--- config.mk ---
export PLATFORM = sky130hd
export DESIGN_NAME = imem_prog_loader
export DESIGN_NICKNAME = d
export VERILOG_FILES = /design/src/rtl/imem_prog_loader.sv
export SDC_FILE = /design/constraint.sdc
export NUM_CORES = 1
export LEC_CHECK = 0
export ABC_AREA = 1
export BUFFER_PORTS_ARGS = -buffer_cell sky130_fd_sc_hd__clkbuf_2
export CAP_MARGIN = 5
export CORE_MARGIN = 4
export CORE_UTILIZATION = 35
export CTS_CLUSTER_SIZE = 14
export DETAILED_ROUTE_END_ITERATION = 8
export PLACE_DENSITY = 0.54
export SLEW_MARGIN = 20
export SYNTH_ARGS = -nofsm -noshare
export SYNTH_HDL_FRONTEND = slang
export SYNTH_SLANG_ARGS = --single-unit
--- constraint.sdc ---
create_clock -name clk -period 2.25 [get_ports clk]
set_clock_uncertainty 0.15 [all_clocks]
set_input_delay 0.1125 -clock clk [delete_from_list [all_inputs] [get_ports clk]]
set_output_delay 0.1125 -clock clk [all_outputs]
set_load 0.005 [all_outputs]
--- src/rtl/imem_prog_loader.sv ---
// Boot loader: packs a little-endian byte stream into 32-bit words, writes them
// through the instruction memory external port, then releases the CPU.
module imem_prog_loader #(
  parameter logic [63:0] BASE_ADDR = 64'd0,
  parameter int          MAX_WORDS = 128,
  parameter int          CNT_W     = 16
) (
  input  logic             clk,
  input  logic             rst,
  input  logic             start,
  input  logic             s_valid,
  input  logic [7:0]       s_data,
  input  logic             s_last,
  output logic             s_ready,
  output logic [63:0]      addr_ext,
  output logic             wen_ext,
  output logic [31:0]      wdata_ext,
  output logic             cpu_enable,
  output logic             done,
  output logic             error,
  output logic [CNT_W-1:0] word_count
);

  localparam int                 IDX_W   = $clog2(MAX_WORDS + 1);
  localparam logic [IDX_W-1:0]   IDX_MAX = IDX_W'(MAX_WORDS);
  localparam logic [CNT_W-1:0]   CNT_SAT = '1;

  typedef enum logic [2:0] {
    IDLE  = 3'd0,
    RECV  = 3'd1,
    WRITE = 3'd2,
    RUN   = 3'd3,
    ERR   = 3'd4
  } state_t;

  state_t           state;
  logic [1:0]       byte_idx;
  logic [IDX_W-1:0] word_idx;
  logic [23:0]      shadow;
  logic             last_q;
  logic             accept;
  logic [63:0]      wr_addr;

  assign accept  = s_valid && s_ready;
  // Address wraps naturally in 64-bit arithmetic.
  assign wr_addr = BASE_ADDR + (64'(word_idx) << 2);

  always_ff @(posedge clk) begin
    if (rst) begin
      state      <= IDLE;
      byte_idx   <= '0;
      word_idx   <= '0;
      shadow     <= '0;
      last_q     <= 1'b0;
      s_ready    <= 1'b0;
      addr_ext   <= '0;
      wen_ext    <= 1'b0;
      wdata_ext  <= '0;
      cpu_enable <= 1'b0;
      done       <= 1'b0;
      error      <= 1'b0;
      word_count <= '0;
    end else begin
      case (state)
        IDLE, ERR: begin
          if (start) begin
            state      <= RECV;
            s_ready    <= 1'b1;
            error      <= 1'b0;
            byte_idx   <= '0;
            word_idx   <= '0;
            word_count <= '0;
          end
        end
        RECV: begin
          if (accept) begin
            if (byte_idx == 2'd0 && word_idx == IDX_MAX) begin
              // Memory image full: the new word's first byte is dropped.
              state   <= ERR;
              s_ready <= 1'b0;
              error   <= 1'b1;
            end else if (byte_idx == 2'd3) begin
              state     <= WRITE;
              s_ready   <= 1'b0;
              wen_ext   <= 1'b1;
              addr_ext  <= wr_addr;
              wdata_ext <= {s_data, shadow};
              last_q    <= s_last;
            end else if (s_last) begin
              // Program ends mid-word: never write the partial word.
              state   <= ERR;
              s_ready <= 1'b0;
              error   <= 1'b1;
            end else begin
              shadow[{byte_idx, 3'b000} +: 8] <= s_data;
              byte_idx                        <= byte_idx + 2'd1;
            end
          end
        end
        WRITE: begin
          wen_ext  <= 1'b0;
          byte_idx <= '0;
          word_idx <= word_idx + 1'b1;
          if (word_count != CNT_SAT)
            word_count <= word_count + 1'b1;
          if (last_q) begin
            state      <= RUN;
            cpu_enable <= 1'b1;
            done       <= 1'b1;
          end else begin
            state   <= RECV;
            s_ready <= 1'b1;
          end
        end
        RUN: ;
        default: begin
          state   <= IDLE;
          s_ready <= 1'b0;
          wen_ext <= 1'b0;
        end
      endcase
    end
  end

endmodule

# Word-level counts from Yosys, hierarchy flattened
# Cells that the tools add are included.
# totals
input_bits	13
word_cells	96
register_bits	98
# op_classes
n_addsub	4
shifts	2
bitwise_logic	5
mux	36
reduce_logical	19
n_eq_ne	18
# op_table
cell	count
$mux 16	2
$pmux 16 s2	1
$bwmux 24	1
$shift 8x7->24 const A	1
$shiftx 8x7->24	1
$add 16x1->16 const B	1
$ne 16x16->1 const B	1
$ne 2x2->1 const B	8
$pmux 8 s2	1
$mux 3	5
$reduce_and 5->1	3
$mux 1	14
$mux 2	6
$pmux 3 s4	1
$reduce_and 4->1	3
$add 8x1->8 const B	1
$eq 8x8->1 const B	1
$mux 8	1
$neg 5->7	1
$eq 3x2->1 const B	2
$ne 3x3->1 const B	2
$pmux 2 s3	1
$reduce_and 6->1	1
$not 1->1	5
other kinds (16)	20

# Logic depth before layout (Yosys ltp)
# Gate-level depths: netlist (run 1).
# depth
word_depth	6
depth_mapped	11

# Least setup slack after synthesis (run 1)
# OpenSTA, ideal clock, no wires.
# synth_path
path_type	reg2reg
startpoint	reg byte_idx[0]
endpoint	reg last_q
slack_ns	0.378
arrival_time_ns	1.603
period_less_slack_ns	1.872
stages_incl_launch_ff	11
n_path_buf	2
cell_sequence	dfxtp_1 > inv_1 > ha_1 > nand2_1 > nor3_2 > nand2_2 > nand4_1 > buf_4 > buf_6 > o21ai_0 > a21oi_1
# synth_via
elab_chain_cells	4
# synth_rtl
element	line_no	rtl
start: declaration	37	logic [1:0] byte_idx;
start signal: assignment	96	byte_idx <= byte_idx + 2'd1;
$logic_not 2->1	77	if (byte_idx == 2'd0 && word_idx == IDX_MAX) begin
$logic_and 1x1->1	77	
$not 1->1 (no line)	-	
$reduce_and 4->1 (no line) *	-	
end signal: assignment	88	last_q <= s_last;
end: declaration	40	logic last_q;
# Every way passes the cells marked *; elsewhere a longest branch is shown, timed or not.
# A chain may end at the register's enable or synchronous reset.

# Worst setup path in the final report (run 1)
# layout_path
startpoint	reg word_count[1]
endpoint	reg word_count[13]
# layout_via
elab_chain_cells	3
# layout_rtl
element	line_no	rtl
start: declaration	21	output logic [CNT_W-1:0] word_count
start signal: assignment	105	word_count <= word_count + 1'b1;
$add 16x1->16 / $ne 16x16->1 (equally long branches)	105, 104	
$mux 16 / $ne 2x2->1 (equally long branches)	-	
$pmux 16 s2 / $reduce_and 3->1 (equally long branches)	-	
# Several ways; a longest one is shown, not always the timed one. The select of a mux whose other input is x is not followed.

==> flow_summary.html, run 1 <==
<table>
<tr><th>Metric</th><th>Value</th></tr>
<tr><th colspan="2">Status</th></tr>
<tr><td>Status</td><td>finished clean</td></tr>
<tr><th colspan="2">Layout</th></tr>
<tr><td>Signed area change from the synthesized netlist to the final layout</td><td>15.0%</td></tr>
<tr><td>Number of non-filler instances in the completed layout</td><td>974</td></tr>
<tr><td>Flip-flop and latch area</td><td>0.00196 sq mm</td></tr>
<tr><td>Multi-input gate area in the final layout</td><td>0.00226 sq mm</td></tr>
<tr><td>Most frequent cells in the layout</td><td>nand2_1, nor2_1, dfxtp_1</td></tr>
<tr><td>Count of fill cells added during filler insertion</td><td>1507</td></tr>
<tr><td>Fraction of layout cells with a size suffix above 1</td><td>15.9%</td></tr>
<tr><td>Commonest non-fill, non-tap cell in the layout</td><td>nand2_1</td></tr>
<tr><td>Net total in the final layout</td><td>810</td></tr>
<tr><td>N_diodes</td><td>0</td></tr>
<tr><th colspan="2">STA</th></tr>
<tr><td>Setup repair after global routing missed its margin</td><td>false</td></tr>
<tr><td>Count of final max-slew check failures</td><td>0</td></tr>
<tr><td>Final critical-path share of the clock period</td><td>88.3%</td></tr>
<tr><td>Minimum clock period</td><td>1.99 ns</td></tr>
<tr><td>Peak Freq</td><td>503 MHz</td></tr>
<tr><td>Setup TNS</td><td>0 ns</td></tr>
<tr><td>Number of endpoints with negative hold slack in the final report</td><td>0</td></tr>
<tr><td>Number of failing setup endpoints in the final timing report</td><td>0</td></tr>
<tr><th colspan="2">Yosys</th></tr>
<tr><td>Sequential element share of the synthesized area</td><td>39.5%</td></tr>
<tr><td>Post-synth EDFFs</td><td>0</td></tr>
<tr><td>Share of the synthesized area in compound gates (AO/OA/AOI/OAI)</td><td>13.1%</td></tr>
<tr><td>Dominant combinational cell family by area after synthesis</td><td>simple AND/OR/NAND/NOR gates</td></tr>
<tr><td>Post-Syn Instances</td><td>708</td></tr>
<tr><td>Synth Area in Adders</td><td>2.02%</td></tr>
<tr><td>Combined area of all synthesized cells</td><td>0.00496 sq mm</td></tr>
<tr><td>Simple-gate area share of the yosys netlist</td><td>25.9%</td></tr>
<tr><td>Netlist cell types</td><td>33</td></tr>
<tr><td>Xor and xnor area share after synthesis</td><td>0.353%</td></tr>
<tr><td>Multiplexer share of the synthesized area</td><td>0%</td></tr>
<tr><td>Synth Warn #</td><td>0</td></tr>
<tr><td>Top FF cell, synth</td><td>dfxtp_1</td></tr>
<tr><td>Post-Syn Area per Cell</td><td>7.01 sq um</td></tr>
<tr><td>Number of synthesized register bits</td><td>98</td></tr>
<tr><td>Async set-reset flop share out of synthesis</td><td>0%</td></tr>
<tr><th colspan="2">CTS</th></tr>
<tr><td>Number of H-tree branching levels</td><td>3</td></tr>
<tr><td>Clock slew at reported path FFs</td><td>0.07 ns</td></tr>
<tr><td>Worst-case clock buffer depth</td><td>2</td></tr>
<tr><td>Cell at the root of the clock tree</td><td>clkbuf_16</td></tr>
<tr><td>Worst-skew pair later-pin latency</td><td>0.35 ns</td></tr>
<tr><td>TritonCTS clock tree</td><td>built</td></tr>
<tr><td>Cts bufs inserted</td><td>9</td></tr>
<tr><td>Number of sinks on the clock net</td><td>98</td></tr>
<tr><th colspan="2">Die</th></tr>
<tr><td>Die Y</td><td>127 um</td></tr>
<tr><td>Die width</td><td>127 um</td></tr>
<tr><td>Floorplan row count</td><td>43</td></tr>
<tr><td>Starting density of the core</td><td>35.7%</td></tr>
<tr><td>Boundary pin count</td><td>130</td></tr>
<tr><td>Die footprint</td><td>0.0161 sq mm</td></tr>
<tr><td>Std-Cell Core Area</td><td>0.0139 sq mm</td></tr>
<tr><th colspan="2">Setup path</th></tr>
<tr><td>Endpoint required time on the critical path</td><td>2.32 ns</td></tr>
<tr><td>Worst setup path category</td><td>reg -&gt; reg</td></tr>
<tr><td>Sequence of cells on the critical path</td><td>ha_1 -&gt; inv_2 -&gt; nor2_2 -&gt; nand2_1 -&gt; nor2_2 -&gt; nand2_2 -&gt; nand2_4 -&gt; nor2_1 -&gt; nor2_1 -&gt; nor2_1</td></tr>
<tr><td>Critical Path Most Common Cell</td><td>nor2_1</td></tr>
<tr><td>Crit-path max FO</td><td>16</td></tr>
<tr><td>Slowest library cell on the worst path</td><td>dfxtp_1</td></tr>
<tr><td>Crit-path max cell delay</td><td>0.41 ns</td></tr>
<tr><td>Critical path startpoint category</td><td>flop</td></tr>
<tr><td>Element type at the critical path end</td><td>flop</td></tr>
<tr><td>Data arrival, critical path</td><td>2.06 ns</td></tr>
<tr><th colspan="2">Detailed routing</th></tr>
<tr><td>Routed wirelength normalized by instance count</td><td>11.2 um</td></tr>
<tr><td>Number of DRC markers after the initial detailed-route iteration</td><td>210</td></tr>
<tr><td>Residual DRC count</td><td>0</td></tr>
<tr><td>Number of vias in the routed layout</td><td>4188</td></tr>
<tr><td>Antenna-violating nets left</td><td>0</td></tr>
<tr><td>Post-detailed-routing wire length</td><td>10900 um</td></tr>
<tr><td>Vias per Instance</td><td>4.30</td></tr>
<tr><td>Number of search-and-repair iterations in the first detailed-routing pass</td><td>4</td></tr>
<tr><th colspan="2">Job</th></tr>
<tr><td>Max-cap violation count</td><td>0</td></tr>
<tr><th colspan="2">Place</th></tr>
<tr><td># port buffers</td><td>73</td></tr>
<tr><td>Placed insts</td><td>950</td></tr>
<tr><td>Final HPWL from detailed placement</td><td>7990 um</td></tr>
<tr><td>Routability-driven placement congestion ratio</td><td>0.793</td></tr>
<tr><th colspan="2">Global routing</th></tr>
<tr><td>Aggregate global-route resource usage</td><td>13.5%</td></tr>
<tr><td>First-pass GRT wire length</td><td>18000 um</td></tr>
<tr><td>Vias in the first global route</td><td>3892</td></tr>
<tr><td>Congestion Overflow GR</td><td>0</td></tr>
<tr><td>Largest net degree at the start of global routing</td><td>45</td></tr>
<tr><td>Antenna violations before repair</td><td>0</td></tr>
<tr><th colspan="2">Power</th></tr>
<tr><td>Total leakage power</td><td>2.47 nW</td></tr>
<tr><td>Max rail drop VDD</td><td>0.000363 V</td></tr>
<tr><td>Areal power density over the cells</td><td>628 mW/mm^2</td></tr>
<tr><th colspan="2">Hold path</th></tr>
<tr><td>Hold crit path type</td><td>in -&gt; reg</td></tr>
</table>
[repair_timing]
item | in CTS | in global routing
endpoints found under the hold margin | 13 | 0
hold buffers | 8 | 0
setup buffers | 0 | 0
gates resized for setup | 0 | 0
[critical path, delay by kind of cell, from the launching register on]
kind / cells / cell delay, ns
AND/OR/NAND/NOR: 8 / 0.95
adder cells (fa/ha/maj): 1 / 0.27
buffers and inverters: 1 / 0.08
flip-flops: 1 / 0.41
[worst paths after layout]
path	cells after the start	slack, ns	startpoint	endpoint
hold / removal	5	0.03	s_data[1]	shadow[1]
setup reg to reg	10	0.26	word_count[1]	word_count[13]
hold reg to reg	2	0.29	wdata_ext[13]	wdata_ext[13]
setup / recovery	10	0.26	word_count[1]	word_count[13]
[power by group]
group          switching, W  leakage [nW]  internal [W]
clock network      0.000702         0.151      0.000907
logic              0.000157          1.53     0.0000652
registers        0.00000803         0.790       0.00174
[cell usage after synthesis (all sizes together) (2+ instances only)]
library cell	count	area [sq um]
or2	2	12.5
a21oi	65	329
dfxtp	98	1960
ha	8	100
nor3	7	45.0
nand2	142	561
o21bai	5	37.5
o21ai	52	260
nand4	13	96.3
nor2	106	430
buf	73	546
inv	98	368
clkinv	2	7.51
nand3	25	138
clkbuf	6	22.5
[logic make-up (layout without fill, tap and decap cells)]
kind of cell	after synthesis	in the layout
simple gates	295	295
xor+xnor	2	2
fa+ha+maj	8	8
buf+inv	179	210
flops	98	98
other cells	1	56
compound gates	125	125
[metrics by stage]
| stage | hold slack (ns) | total power, W | utilization (%) | setup slack, ns | instance area [sq um] |
|---|---|---|---|---|---|
| 2_1_floorplan | 0.152 | 0.00201 | - | 0.378 | 5170 |
| 3_3_place_gp | 0.286 | 0.00200 | 38.3 | 0.265 | 5310 |
| 3_5_place_dp | 0.272 | 0.00200 | 38.3 | 0.272 | 5310 |
| 5_1_grt | 0.0242 | 0.00375 | 41.1 | 0.0359 | 5700 |
| 4_1_cts | 0.00320 | 0.00364 | 41.1 | 0.242 | 5700 |
| 6_report | 0.0253 | 0.00358 | 41.1 | 0.263 | 5700 |
[metal layers]
metal / vias up / wire (um) / GRT usage [%] / share of wire, %
li1: 2269 / - / - / -
met1: 1815 / 5420 / 17.9 / 50
met2: 100 / 4870 / 21.9 / 45
met3: 4 / 493 / 3.22 / 4.5
met4: 0 / 87 / 4.42 / 0.80
met5: - / 0 / 0 / 0
[registers in the layout (all words and copies together) (netlist names)]
signal / count
done: 1
state: 3
byte_idx: 2
wen_ext: 1
last_q: 1
addr_ext: 8
word_count: 16
wdata_ext: 32
error: 1
s_ready: 1
word_idx: 8
shadow: 24
[layout make-up]
cell class                 instances  area share, %
clock buffer                      10           4.19
clock inverter                     6           1.25
inverter                         100           6.58
multi-input combinational        486           39.7
sequential                        98           34.4
tap                              180           3.95
timing repair buffer              94           9.96
(Power assumes the default switching activity.)
==> run 2: changes to the inputs <==
Settings changed: CORE_UTILIZATION 35 to 53, GPL_TIMING_DRIVEN set to 0, PLACE_DENSITY 0.54 to 0.77.
==> flow_summary.html, run 2 (synthesized netlist as in run 1, its figures left out) <==
<table>
<tr><th>Metric</th><th>Value</th></tr>
<tr><th colspan="2">Status</th></tr>
<tr><td>Status</td><td>finished clean</td></tr>
<tr><th colspan="2">Place</th></tr>
<tr><td>Routability-driven placement congestion ratio</td><td>0.899 (+13%)</td></tr>
<tr><td>Final HPWL from detailed placement</td><td>8560 um (+7.2%)</td></tr>
<tr><td>Post-placement cell area</td><td>0.00567 sq mm (+6.7%)</td></tr>
<tr><td># port buffers</td><td>72 (-1.4%)</td></tr>
<tr><th colspan="2">Detailed routing</th></tr>
<tr><td>Number of DRC markers after the initial detailed-route iteration</td><td>177 (-16%)</td></tr>
<tr><td>Number of search-and-repair iterations in the first detailed-routing pass</td><td>4 (unchanged)</td></tr>
<tr><td>Number of vias in the routed layout</td><td>4580 (+9.4%)</td></tr>
<tr><td>Residual DRC count</td><td>0 (unchanged)</td></tr>
<tr><td>Routed wirelength normalized by instance count</td><td>11.5 um (+3.2%)</td></tr>
<tr><td>Antenna-violating nets left</td><td>0 (unchanged)</td></tr>
<tr><td>Post-detailed-routing wire length</td><td>11200 um (+3.0%)</td></tr>
<tr><td>Vias per Instance</td><td>4.71 (+9.6%)</td></tr>
<tr><th colspan="2">Setup path</th></tr>
<tr><td>Critical path startpoint category</td><td>flop</td></tr>
<tr><td>Worst setup path category</td><td>reg -&gt; reg</td></tr>
<tr><td>Total buffers and inverters traversed by the critical path</td><td>3 (+2)</td></tr>
<tr><td>Number of cells on the worst reg-to-reg path</td><td>9 (-1)</td></tr>
<tr><td>Crit-path max FO</td><td>10 (-6)</td></tr>
<tr><td>Endpoint required time on the critical path</td><td>2.35 ns (+0.03 ns)</td></tr>
<tr><td>Startpoint of the worst-slack reg-to-reg timing path</td><td>byte_idx[0]</td></tr>
<tr><td>Element type at the critical path end</td><td>flop</td></tr>
<tr><td>Sequence of cells on the critical path</td><td>inv_1 -&gt; ha_4 -&gt; nand2_1 -&gt; nor3_2 -&gt; nand2_2 -&gt; nand4_1 -&gt; buf_4 -&gt; buf_2 -&gt; a21oi_1</td></tr>
<tr><td>Data arrival, critical path</td><td>2.15 ns (+0.09 ns)</td></tr>
<tr><td>Flop-to-flop setup slack</td><td>0.20 ns (-0.06 ns)</td></tr>
<tr><td>Cell type group with the largest total delay on the critical path</td><td>buffers and inverters</td></tr>
<tr><td>Reg2Reg Capture Point</td><td>wdata_ext[1]</td></tr>
<tr><td>Slowest library cell on the worst path</td><td>dfxtp_2</td></tr>
<tr><td>Crit-path max cell delay</td><td>0.38 ns (-0.03 ns)</td></tr>
<tr><th colspan="2">Die</th></tr>
<tr><td>Std-Cell Core Area</td><td>0.00920 sq mm (-34%)</td></tr>
<tr><td>Floorplan row count</td><td>35 (-19%)</td></tr>
<tr><td>Boundary pin count</td><td>130 (unchanged)</td></tr>
<tr><td>Die width</td><td>105 um (-18%)</td></tr>
<tr><td>Starting density of the core</td><td>53.9% (+18 points)</td></tr>
<tr><td>Die Y</td><td>105 um (-18%)</td></tr>
<tr><td>Die footprint</td><td>0.0110 sq mm (-32%)</td></tr>
<tr><th colspan="2">STA</th></tr>
<tr><td>Setup repair after global routing missed its margin</td><td>false</td></tr>
<tr><td>Minimum clock period</td><td>2.05 ns (+0.0633 ns)</td></tr>
<tr><td>Slew at the pin with the worst max-slew slack</td><td>0.566 ns</td></tr>
<tr><td>Number of failing setup endpoints in the final timing report</td><td>0 (unchanged)</td></tr>
<tr><td>Max transition margin</td><td>62.3%</td></tr>
<tr><td>Final critical-path share of the clock period</td><td>91.1% (+2.8 points)</td></tr>
<tr><td>Setup TNS</td><td>0 ns (unchanged)</td></tr>
<tr><td>Count of final max-slew check failures</td><td>0 (unchanged)</td></tr>
<tr><td>Peak Freq</td><td>488 MHz (-3.1%)</td></tr>
<tr><td>Hold Worst Slack</td><td>0.0000706 ns (-0.0252 ns)</td></tr>
<tr><td>Number of endpoints with negative hold slack in the final report</td><td>0 (unchanged)</td></tr>
<tr><th colspan="2">Job</th></tr>
<tr><td>Max-cap violation count</td><td>0 (unchanged)</td></tr>
<tr><th colspan="2">Global routing</th></tr>
<tr><td>Vias in the first global route</td><td>4244 (+9.0%)</td></tr>
<tr><td>First-pass GRT wire length</td><td>19100 um (+6.2%)</td></tr>
<tr><td>Largest net degree at the start of global routing</td><td>19 (-58%)</td></tr>
<tr><td>Aggregate global-route resource usage</td><td>20.7% (+7.2 points)</td></tr>
<tr><td>Antenna violations before repair</td><td>0 (unchanged)</td></tr>
<tr><td>Congestion Overflow GR</td><td>0 (unchanged)</td></tr>
<tr><th colspan="2">Power</th></tr>
<tr><td>Areal power density over the cells</td><td>526 mW/mm^2 (-16%)</td></tr>
<tr><td>Total leakage power</td><td>2.73 nW (+11%)</td></tr>
<tr><td>Max rail drop VDD</td><td>0.000275 V (-24%)</td></tr>
<tr><td>Final Total Pwr</td><td>0.00314 W (-12%)</td></tr>
<tr><th colspan="2">Layout</th></tr>
<tr><td>Commonest non-fill, non-tap cell in the layout</td><td>nand2_1</td></tr>
<tr><td>Count of fill cells added during filler insertion</td><td>839 (-44%)</td></tr>
<tr><td>Fraction of layout cells with a size suffix above 1</td><td>21.6% (+5.7 points)</td></tr>
<tr><td>Most frequent cells in the layout</td><td>nand2_1, nor2_1, dfxtp_1</td></tr>
<tr><td>Max reg flops</td><td>32 (unchanged)</td></tr>
<tr><td>Net total in the final layout</td><td>877 (+8.3%)</td></tr>
<tr><td>Largest register by flop count</td><td>wdata_ext</td></tr>
<tr><td>Final core area utilization</td><td>64.9% (+24 points)</td></tr>
<tr><td>Largest regs</td><td>wdata_ext: 32 flops, shadow: 24 flops, word_count: 16 flops</td></tr>
<tr><td>N_diodes</td><td>0 (unchanged)</td></tr>
<tr><td>Summed area of non-filler cells in the final layout</td><td>0.00597 sq mm (+4.7%)</td></tr>
<tr><td>Signed area change from the synthesized netlist to the final layout</td><td>20.4%</td></tr>
<tr><th colspan="2">CTS</th></tr>
<tr><td>Number of sinks on the clock net</td><td>98 (unchanged)</td></tr>
<tr><td>Cell at the root of the clock tree</td><td>clkbuf_8</td></tr>
<tr><td>Setup fix buffers added after clock tree synthesis</td><td>0 (unchanged)</td></tr>
<tr><td>Worst-skew pair later-pin latency</td><td>0.36 ns (about the same)</td></tr>
<tr><td>Clock slew at reported path FFs</td><td>0.10 ns (+0.03 ns)</td></tr>
<tr><td>Cts bufs inserted</td><td>9 (unchanged)</td></tr>
<tr><td>Worst-case clock buffer depth</td><td>2 (unchanged)</td></tr>
<tr><td>Number of H-tree branching levels</td><td>3 (unchanged)</td></tr>
<tr><td>TritonCTS clock tree</td><td>built</td></tr>
<tr><th colspan="2">Hold path</th></tr>
<tr><td>Worst min-delay path endpoint</td><td>done</td></tr>
<tr><td>Source of the worst hold timing path</td><td>rst</td></tr>
<tr><td>Hold Path Stages</td><td>2 (-3)</td></tr>
<tr><td>Hold crit path type</td><td>in -&gt; reg</td></tr>
</table>
## run 2: worst max-delay path by stage
stage               cells past startpoint   startpoint            to  slack, ns
floorplan                              10  byte_idx[0]        last_q       0.38
global placement                        9  byte_idx[0]   addr_ext[5]       0.08
detailed placement                     10  byte_idx[0]   addr_ext[9]       0.02
CTS                                    10  byte_idx[0]   addr_ext[9]      0.007
global route                           10  byte_idx[0]        last_q       0.02
finish                                  9  byte_idx[0]  wdata_ext[1]       0.20
## run 2: stage by stage
step | setup slack, ns | instances
floorplan | 0.378 | 763
global placement | 0.0759 | 946
detailed placement | 0.0248 | 946
CTS | 0.00698 | 972
global route | 0.0221 | 972
finish | 0.200 | 972
## run 2: area by class of cell
class                   instances  area (sq um)  share of cell area [%]
plain buffers                  79           568                    9.51
clock buffers                   9           124                    2.07
clock inverters                 7          60.1                    1.01
inverters                     100           375                    6.29
multi-input cells             486          2280                    38.2
flip-flops and latches         98          1960                    32.9
well taps                     111           139                    2.33
repair buffers                 82           460                    7.71
## run 2: timing repair
action	4_1_cts	5_1_grt
gates resized for setup	0	4
setup endpoints to repair	0	56
endpoints found under the hold margin	19	0
hold buffers	10	0
## run 2: routing by layer
layer | global-route usage [%] | vias up | part of all wire, %
met5 | 0 | - | 0
met4 | 6.65 | 0 | 1.5
met3 | 3.95 | 16 | 6.9
met2 | 34.6 | 159 | 47
met1 | 27.0 | 2003 | 45
li1 | - | 2402 | -
## run 2: power by group
group | switching (W) | internal, W | total, W
clock network | 0.000663 | 0.000421 | 0.00108
registers | 0.00000836 | 0.00174 | 0.00175
logic | 0.000174 | 0.000132 | 0.000306
total | 0.000846 | 0.00230 | 0.00314
